### src/rtl/wb_rr_arbiter.sv
// Round-robin arbiter sharing the writeback path among execute pipes, with a
// one-entry registered output stage and a saturating lost-arbitration counter.
module wb_rr_arbiter #(
  parameter int unsigned p_num_pipes = 4,
  parameter int unsigned p_msg_bits  = 80,
  parameter int unsigned p_cnt_bits  = 16
) (
  input  logic                                clk,
  input  logic                                rst,
  input  logic [p_num_pipes-1:0]              req_val,
  output logic [p_num_pipes-1:0]              req_rdy,
  input  logic [p_num_pipes*p_msg_bits-1:0]   req_msg,
  output logic                                out_val,
  input  logic                                out_rdy,
  output logic [p_msg_bits-1:0]               out_msg,
  output logic [$clog2(p_num_pipes)-1:0]      out_src,
  output logic [p_cnt_bits-1:0]               conflict_cnt
);

  localparam int unsigned SrcW = $clog2(p_num_pipes);

  logic                  out_val_q, out_val_d;
  logic [p_msg_bits-1:0] out_msg_q, out_msg_d;
  logic [SrcW-1:0]       out_src_q, out_src_d;
  logic [SrcW-1:0]       ptr_q, ptr_d;
  logic [p_cnt_bits-1:0] cnt_q, cnt_d;

  logic                  can_load;
  logic                  found;
  logic                  fire;
  logic                  lost;
  logic [SrcW-1:0]       win;
  int unsigned           idx;

  // Rotating-priority scan starting at ptr, then next-state for all registers.
  always_comb begin
    found     = 1'b0;
    win       = '0;
    idx       = 0;
    req_rdy   = '0;
    out_val_d = out_val_q;
    out_msg_d = out_msg_q;
    out_src_d = out_src_q;
    ptr_d     = ptr_q;
    cnt_d     = cnt_q;

    can_load = !out_val_q || out_rdy;
    for (int unsigned k = 0; k < p_num_pipes; k++) begin
      idx = 32'(ptr_q) + k;
      if (idx >= p_num_pipes) idx = idx - p_num_pipes;
      if (!found && req_val[SrcW'(idx)]) begin
        found = 1'b1;
        win   = SrcW'(idx);
      end
    end

    fire = found && can_load;
    if (fire) req_rdy[win] = 1'b1;
    lost = |(req_val & ~req_rdy);

    if (fire) begin
      out_val_d = 1'b1;
      out_msg_d = req_msg[32'(win)*p_msg_bits +: p_msg_bits];
      out_src_d = win;
      ptr_d     = (32'(win) == p_num_pipes - 1) ? '0 : win + SrcW'(1);
    end else if (out_val_q && out_rdy) begin
      out_val_d = 1'b0;
    end

    // Saturate rather than wrap so long runs never under-report contention.
    if (lost && (cnt_q != {p_cnt_bits{1'b1}})) cnt_d = cnt_q + p_cnt_bits'(1);
  end

  always_ff @(posedge clk or negedge rst) begin
    if (!rst) begin
      out_val_q <= 1'b0;
      out_msg_q <= '0;
      out_src_q <= '0;
      ptr_q     <= '0;
      cnt_q     <= '0;
    end else begin
      out_val_q <= out_val_d;
      out_msg_q <= out_msg_d;
      out_src_q <= out_src_d;
      ptr_q     <= ptr_d;
      cnt_q     <= cnt_d;
    end
  end

  assign out_val      = out_val_q;
  assign out_msg      = out_msg_q;
  assign out_src      = out_src_q;
  assign conflict_cnt = cnt_q;

endmodule

### config.mk
export PLATFORM = sky130hd
export DESIGN_NAME = wb_rr_arbiter
export DESIGN_NICKNAME = d
export VERILOG_FILES = /design/src/rtl/wb_rr_arbiter.sv
export SDC_FILE = /design/constraint.sdc
export NUM_CORES = 1
export LEC_CHECK = 0
export BUFFER_PORTS_ARGS = -buffer_cell sky130_fd_sc_hd__buf_2
export CORE_AREA = 2 2 165 167
export CTS_CLUSTER_DIAMETER = 50
export DETAILED_ROUTE_END_ITERATION = 8
export DIE_AREA = 0 0 167 169
export PLACE_DENSITY_LB_ADDON = 0.05
export SLEW_MARGIN = 20
export SYNTH_ARGS = -nofsm -noshare
export SYNTH_HDL_FRONTEND = slang
export SYNTH_SLANG_ARGS = --single-unit
### constraint.sdc
create_clock -name clk -period 7 [get_ports clk]
set_clock_uncertainty 0.1 [all_clocks]
set_input_delay 1.4 -clock clk [delete_from_list [all_inputs] [get_ports clk]]
set_output_delay 1.4 -clock clk [all_outputs]
set_load 0.02 [all_outputs]
==> results.py, run 1 <==
metrics = {
    "die": {
        "die_area_sq_mm": 0.0282,
        "row_count": 60,
        "die_x_microns": 167,
        "dieHeight_microns": 169,
        "io_pins": 430,
        "start_util": 0.257,
        "core_sq_mm": 0.0265,
    },
    "global_routing": {
        "grt_max_degree": 90,
        "grt_pass1_vias": 7584,
        "grt.total_usage": 0.202,
        "grt_first_pass_wirelength_mm": 44.9,
        "antenna_found_initial": 11,
        "gr-total-overflow": 0,
    },
    "timing": {
        "period_needed_ns": 5.30,
        "fin_crit_sh": 0.758,
        "grt_setup_unrepaired": "no",
        "setup_viol": 0,
        "hold_viol": 0,
        "setup_tns_ns": 0,
        "slew_viol_final": 0,
        "fin_ws_ns": 1.70,
        "tightest_slew_ns": 0.980,
        "maxSlewHeadroom": 0.347,
        "fmax_mhz": 189,
    },
    "placement": {
        "place.gp.congestion": 0.849,
        "dp_hpwl_mm": 21.9,
        "port_buffers": 429,
        "pre_cts_slack_ns": 1.67,
    },
    "drt": {
        "wl_per_cell_microns": 19.8,
        "first_pass_iters": 4,
        "via_count": 7756,
        "finalWirelength_mm": 30.2,
        "detail_route.vias_per_cell": 5.10,
        "drt-initial-drc-count": 449,
        "drcViolationCount": 0,
        "ant_nets": 0,
    },
    "setup_path": {
        "worstSetupPathType": "input pin to primary output",
        "reg2reg_to": "conflict_cnt[1]$_DFFE_PN0P_",
        "r2r-start": "ptr_q[1]$_DFFE_PN0P_",
        "crit_arrival_ns": 3.80,
        "cp_max_fo": 39,
        "reg2reg_slack_ns": 2.99,
        "required_ns": 5.50,
        "crit_path_end_kind": "primary output",
        "reg2reg_depth": 8,
        "cp-start-kind": "input pin",
    },
    "clock_tree": {
        "cts_tree": "yes",
        "h-tree-depth": 3,
        "clkTransAtPathRegs_ns": 0.07,
        "cts_num_sinks": 101,
        "cts_resized": 0,
        "clk_latency_ns": 0.35,
        "cts-buffers-inserted": 9,
        "root_buffer": "clkbuf_16",
        "cts_hold_buffers": 0,
        "cts_setup_buffers": 0,
        "clockBufferDepth": 2,
    },
    "synth": {
        "yosys-top-cells-area": "dfrtp_1 37%, a311oi_1 10%, a211oi_1 9.9%",
        "yosys.area.top_type": "dfrtp_1",
        "syn_inst": 805,
        "ys_seq_elements": 101,
        "synth_warnings": 0,
        "synth_area_per_cell_sq_um": 8.45,
        "synth_nets": 1134,
        "synth_seq_area_share": 0.372,
        "syn_area_sq_mm": 0.00680,
        "synth_top_area_share": 0.372,
        "synth.most_common_cell": "nand2_1",
        "async_flop_share": 1.00,
        "synth_commonest_cells": "172 x nand2_1, 101 x dfrtp_1, 90 x a211oi_1",
        "synth_ff_type": "dfrtp_1",
        "synthDistinctLibCells": 42,
        "synth_edf_count": 0,
    },
    "layout": {
        "fin_nets": 1496,
        "filler_cell_count": 2867,
        "area_delta_synth_final_pct": 38.7,
        "drive_gt1_frac": 0.396,
    },
    "power_and_ir_drop": {
        "cellPowerDensity_mw_per_mm2": 390,
        "ir_worst_vdd_uv": 188,
        "p_leak_uw": 0.00497,
    },
    "run": {
        "maxCapViolCount": 0,
    },
    "outcome": {
        "status": "complete, no violations",
    },
    "hold_path": {
        "hold_depth": 1,
        "holdPathEnd": "out_msg[17]$_DFFE_PN0P_",
        "min_from": "out_msg[17]$_DFFE_PN0P_",
        "hold_path.class": "flip-flop to flip-flop",
    },
}
==> layout by cell type (no fill, tap or decap), types with 12 or more instances in the layout <==
| master | Yosys | routed |
|---|---|---|
| a21o_1 | 81 | 80 |
| dfrtp_1 | 101 | 101 |
| xnor2_1 | 14 | 14 |
| a311oi_1 | 80 | 80 |
| buf_2 | 13 | 428 |
| a21oi_1 | 28 | 28 |
| nand2_1 | 172 | 172 |
| buf_4 | 0 | 12 |
| a211oi_1 | 90 | 90 |
| and3_1 | 83 | 83 |
==> worst max-delay path by stage <==
stage	slack, ns	startpoint	end
5_1_grt	1.55	req_val[0]	req_rdy[2]
6_report	1.70	req_val[0]	req_rdy[2]
3_3_place_gp	1.68	req_val[0]	req_rdy[2]
2_1_floorplan	2.30	req_val[0]	req_rdy[1]
3_5_place_dp	1.67	req_val[0]	req_rdy[2]
4_1_cts	1.67	req_val[0]	req_rdy[2]
==> state kept, by name, summed over array words and instances, names as in the netlist <==
| name | cells |
|---|---|
| ptr_q | 2 |
| out_src | 2 |
| out_val | 1 |
| out_msg | 80 |
| conflict_cnt | 16 |
==> power by group <==
| group | leakage, uW | total, uW | internal [uW] | switching [uW] |
|---|---|---|---|---|
| Clock | 0.000171 | 612 | 364 | 248 |
| Sequential | 0.00121 | 1020 | 841 | 175 |
| Combinational | 0.00359 | 2050 | 723 | 1330 |
==> through the flow <==
| step | utilization | hold slack (ns) | total power [uW] | instance area, sq um | std cells |
|---|---|---|---|---|---|
| after detailed placement | 0.342 | 0.360 | 3110 | 9050 | 1497 |
| after global routing | 0.356 | 0.388 | 3940 | 9420 | 1518 |
| final | 0.356 | 0.371 | 3680 | 9430 | 1522 |
| after global placement | 0.342 | 0.355 | 3120 | 9050 | 1497 |
| after CTS | 0.355 | 0.377 | 3740 | 9410 | 1513 |
| after floorplan | - | 0.372 | 2420 | 6800 | 805 |
==> cell type report <==
type	count	area [sq um]	share of cell area
multi-input combinational	609	3840	0.407
sequential	101	2530	0.268
timing repair buffer	440	2230	0.237
tap	341	427	0.0452
clock buffer	10	239	0.0253
clock inverter	6	118	0.0125
inverter	6	25.0	0.00265
antenna	9	22.5	0.00239
==> kinds of logic (layout without fill, tap and decap cells) <==
| group | after synthesis | in the layout | share of synthesized area |
|---|---|---|---|
| buffers and inverters | 95 | 462 | 0.0653 |
| XOR/XNOR | 14 | 14 | 0.0180 |
| AND/OR/NAND/NOR | 288 | 288 | 0.199 |
| AO/OA/AOI/OAI | 303 | 303 | 0.339 |
| multiplexers | 2 | 2 | 0.00331 |
| adder cells (fa/ha/maj) | 2 | 2 | 0.00368 |
| flip-flops | 101 | 101 | 0.372 |
| other | 0 | 9 | 0 |
==> worst max-delay path, cell delays in order <==
cell	delay, ns
buf_2	0.13
nor2b_1	0.14
or4_2	1.03
and3_1	0.62
and2_1	0.33
buf_2	0.16
==> metal layers <==
metal	routed length [microns]	vias to the layer above	global-route usage
met1	12200	3676	0.241
met4	619	8	0.0656
met3	2360	37	0.0659
met5	52	-	0
met2	14900	272	0.345
li1	-	3763	-
Note: power is estimated with default switching activity, not from simulation.
==> run 2: changes to the inputs <==
--- a/config.mk
+++ b/config.mk
@@ -6,10 +6,10 @@
 export NUM_CORES = 1
 export LEC_CHECK = 0
 export BUFFER_PORTS_ARGS = -buffer_cell sky130_fd_sc_hd__buf_2
-export CORE_AREA = 2 2 165 167
+export CORE_AREA = 2 2 166 168
 export CTS_CLUSTER_DIAMETER = 50
 export DETAILED_ROUTE_END_ITERATION = 8
-export DIE_AREA = 0 0 167 169
+export DIE_AREA = 0 0 168 170
 export PLACE_DENSITY_LB_ADDON = 0.05
 export SLEW_MARGIN = 20
 export SYNTH_ARGS = -nofsm -noshare
==> constraint.sdc (replaced) <==
create_clock -name clk -period 4.7 [get_ports clk]
set_clock_uncertainty 0.1 [all_clocks]
set_input_delay 0.94 -clock clk [delete_from_list [all_inputs] [get_ports clk]]
set_output_delay 0.94 -clock clk [all_outputs]
set_load 0.02 [all_outputs]
==> run 2 against run 1 <==
Effect of this change:
- via count is 1.1% higher
- clock-buffer cell count increased by 1
- sequential share of layout area up 0.061 points
- die area increased by 1.2%
- highest routed layer unchanged
- critical path type unchanged
==> results.py, run 2 (synthesis results as in run 1) <==
metrics = {
    "layout": {
        "fin_util": 0.353,
        "filler_cell_count": 2883,
        "fin_nets": 1499,
        "largest_reg_flops": 80,
        "area_delta_synth_final_pct": 38.4,
        "final_cell_mix": "428 x buf_2, 172 x nand2_1, 101 x dfrtp_1, 90 x a211oi_1, 83 x and3_1",
        "drive_gt1_frac": 0.397,
        "final_common_cell": "buf_2",
    },
    "hold_path": {
        "min_from": "out_src[1]$_DFFE_PN0P_",
        "hold_depth": 2,
        "hold_path.class": "flip-flop to flip-flop",
    },
    "global_routing": {
        "grt.total_usage": 0.207,
        "antenna_found_initial": 15,
        "grt_max_degree": 166,
        "gr-total-overflow": 0,
        "grt_pass1_vias": 7820,
        "grt_first_pass_wirelength_mm": 46.1,
    },
    "clock_tree": {
        "clk_latency_ns": 0.35,
        "cts_tree": "yes",
        "h-tree-depth": 3,
        "cts_num_sinks": 101,
        "clkTransAtPathRegs_ns": 0.07,
        "clockBufferDepth": 2,
        "cts-buffers-inserted": 9,
        "cts_setup_buffers": 0,
        "cts_hold_buffers": 0,
        "cts_resized": 0,
        "root_buffer": "clkbuf_16",
    },
    "setup_path": {
        "critPathLaunch": "req_val[0]",
        "worstSetupPathType": "input pin to primary output",
        "crit_path_end_kind": "primary output",
        "cp-start-kind": "input pin",
        "crit_arrival_ns": 2.79,
        "required_ns": 3.66,
        "reg2reg_depth": 10,
        "r2r-start": "ptr_q[1]$_DFFE_PN0P_",
        "cp_max_fo": 23,
    },
    "die": {
        "start_util": 0.255,
        "die_x_microns": 168,
        "die_area_sq_mm": 0.0286,
        "dieHeight_microns": 170,
        "core_sq_mm": 0.0267,
        "row_count": 60,
        "io_pins": 430,
    },
    "power_and_ir_drop": {
        "p_leak_uw": 0.00496,
        "cellPowerDensity_mw_per_mm2": 567,
        "ir_worst_vdd_uv": 407,
    },
    "drt": {
        "drt-initial-drc-count": 531,
        "drcViolationCount": 0,
        "ant_nets": 0,
        "first_pass_iters": 4,
        "finalWirelength_mm": 30.5,
        "wl_per_cell_microns": 20.0,
        "detail_route.vias_per_cell": 5.14,
        "via_count": 7845,
    },
    "placement": {
        "dp_hpwl_mm": 21.8,
        "port_buffers": 429,
        "place.gp.congestion": 0.813,
    },
    "timing": {
        "maxSlewHeadroom": 0.318,
        "setup_viol": 0,
        "fin_crit_sh": 0.815,
        "hold_viol": 0,
        "fmax_mhz": 261,
        "grt_setup_unrepaired": "no",
        "slew_viol_final": 0,
        "setup_tns_ns": 0,
        "period_needed_ns": 3.83,
        "tightest_slew_ns": 1.02,
    },
    "run": {
        "maxCapViolCount": 0,
    },
    "outcome": {
        "status": "complete, no violations",
    },
}
run 2: layout make-up:
type / count / area, sq um / share of cell area
Antenna cell: 10 / 25.0 / 0.00266
Clock buffer: 11 / 253 / 0.0269
Clock inverter: 4 / 32.5 / 0.00346
Inverter: 6 / 25.0 / 0.00266
Multi-Input combinational cell: 609 / 3840 / 0.408
Sequential cell: 101 / 2530 / 0.269
Tap cell: 341 / 427 / 0.0453
Timing Repair Buffer: 443 / 2280 / 0.242
run 2: critical path, stage by stage:
cell and delay [ns]:
buf_2 0.13, nor2b_1 0.14, or4_2 0.68, and2_4 0.18, inv_4 0.18, ha_1 0.24, and2_1 0.14, buf_2 0.17
run 2: stage by stage:
step	area [sq um]	instances	hold WS, ns	power (uW)	setup WS [ns]
floorplan	6800	805	0.372	3600	0.921
global placement	9100	1500	0.355	4640	0.873
detailed placement	9100	1500	0.360	4630	0.850
CTS	9390	1515	0.376	5420	0.865
global route	9400	1521	0.382	5760	0.766
finish	9410	1525	0.369	5330	0.869
run 2: path summary, 6_finish.rpt:
path	slack, ns	end
max	0.87	req_rdy[3]
min	0.37	out_src[1]$_DFFE_PN0P_
max reg2reg	1.62	conflict_cnt[1]$_DFFE_PN0P_
min reg2reg	0.37	out_src[1]$_DFFE_PN0P_
max in group asynchronous	3.23	out_msg[47]$_DFFE_PN0P_
min in group asynchronous	0.51	conflict_cnt[6]$_DFFE_PN0P_
run 2: power breakdown:
group	leakage (uW)	internal [uW]	switching, uW	total, uW
Clock	0.000134	389	361	751
Sequential	0.00121	1250	257	1510
Combinational	0.00362	1090	1980	3070
Total	0.00496	2730	2600	5330
run 2: layer usage:
metal	GRT usage	vias up	routed length, microns	share of wire
met5	0	-	43	0.0014
met4	0.0582	8	523	0.017
met3	0.0626	38	2350	0.077
met2	0.354	285	15000	0.49
met1	0.251	3737	12600	0.41
li1	-	3777	-	-
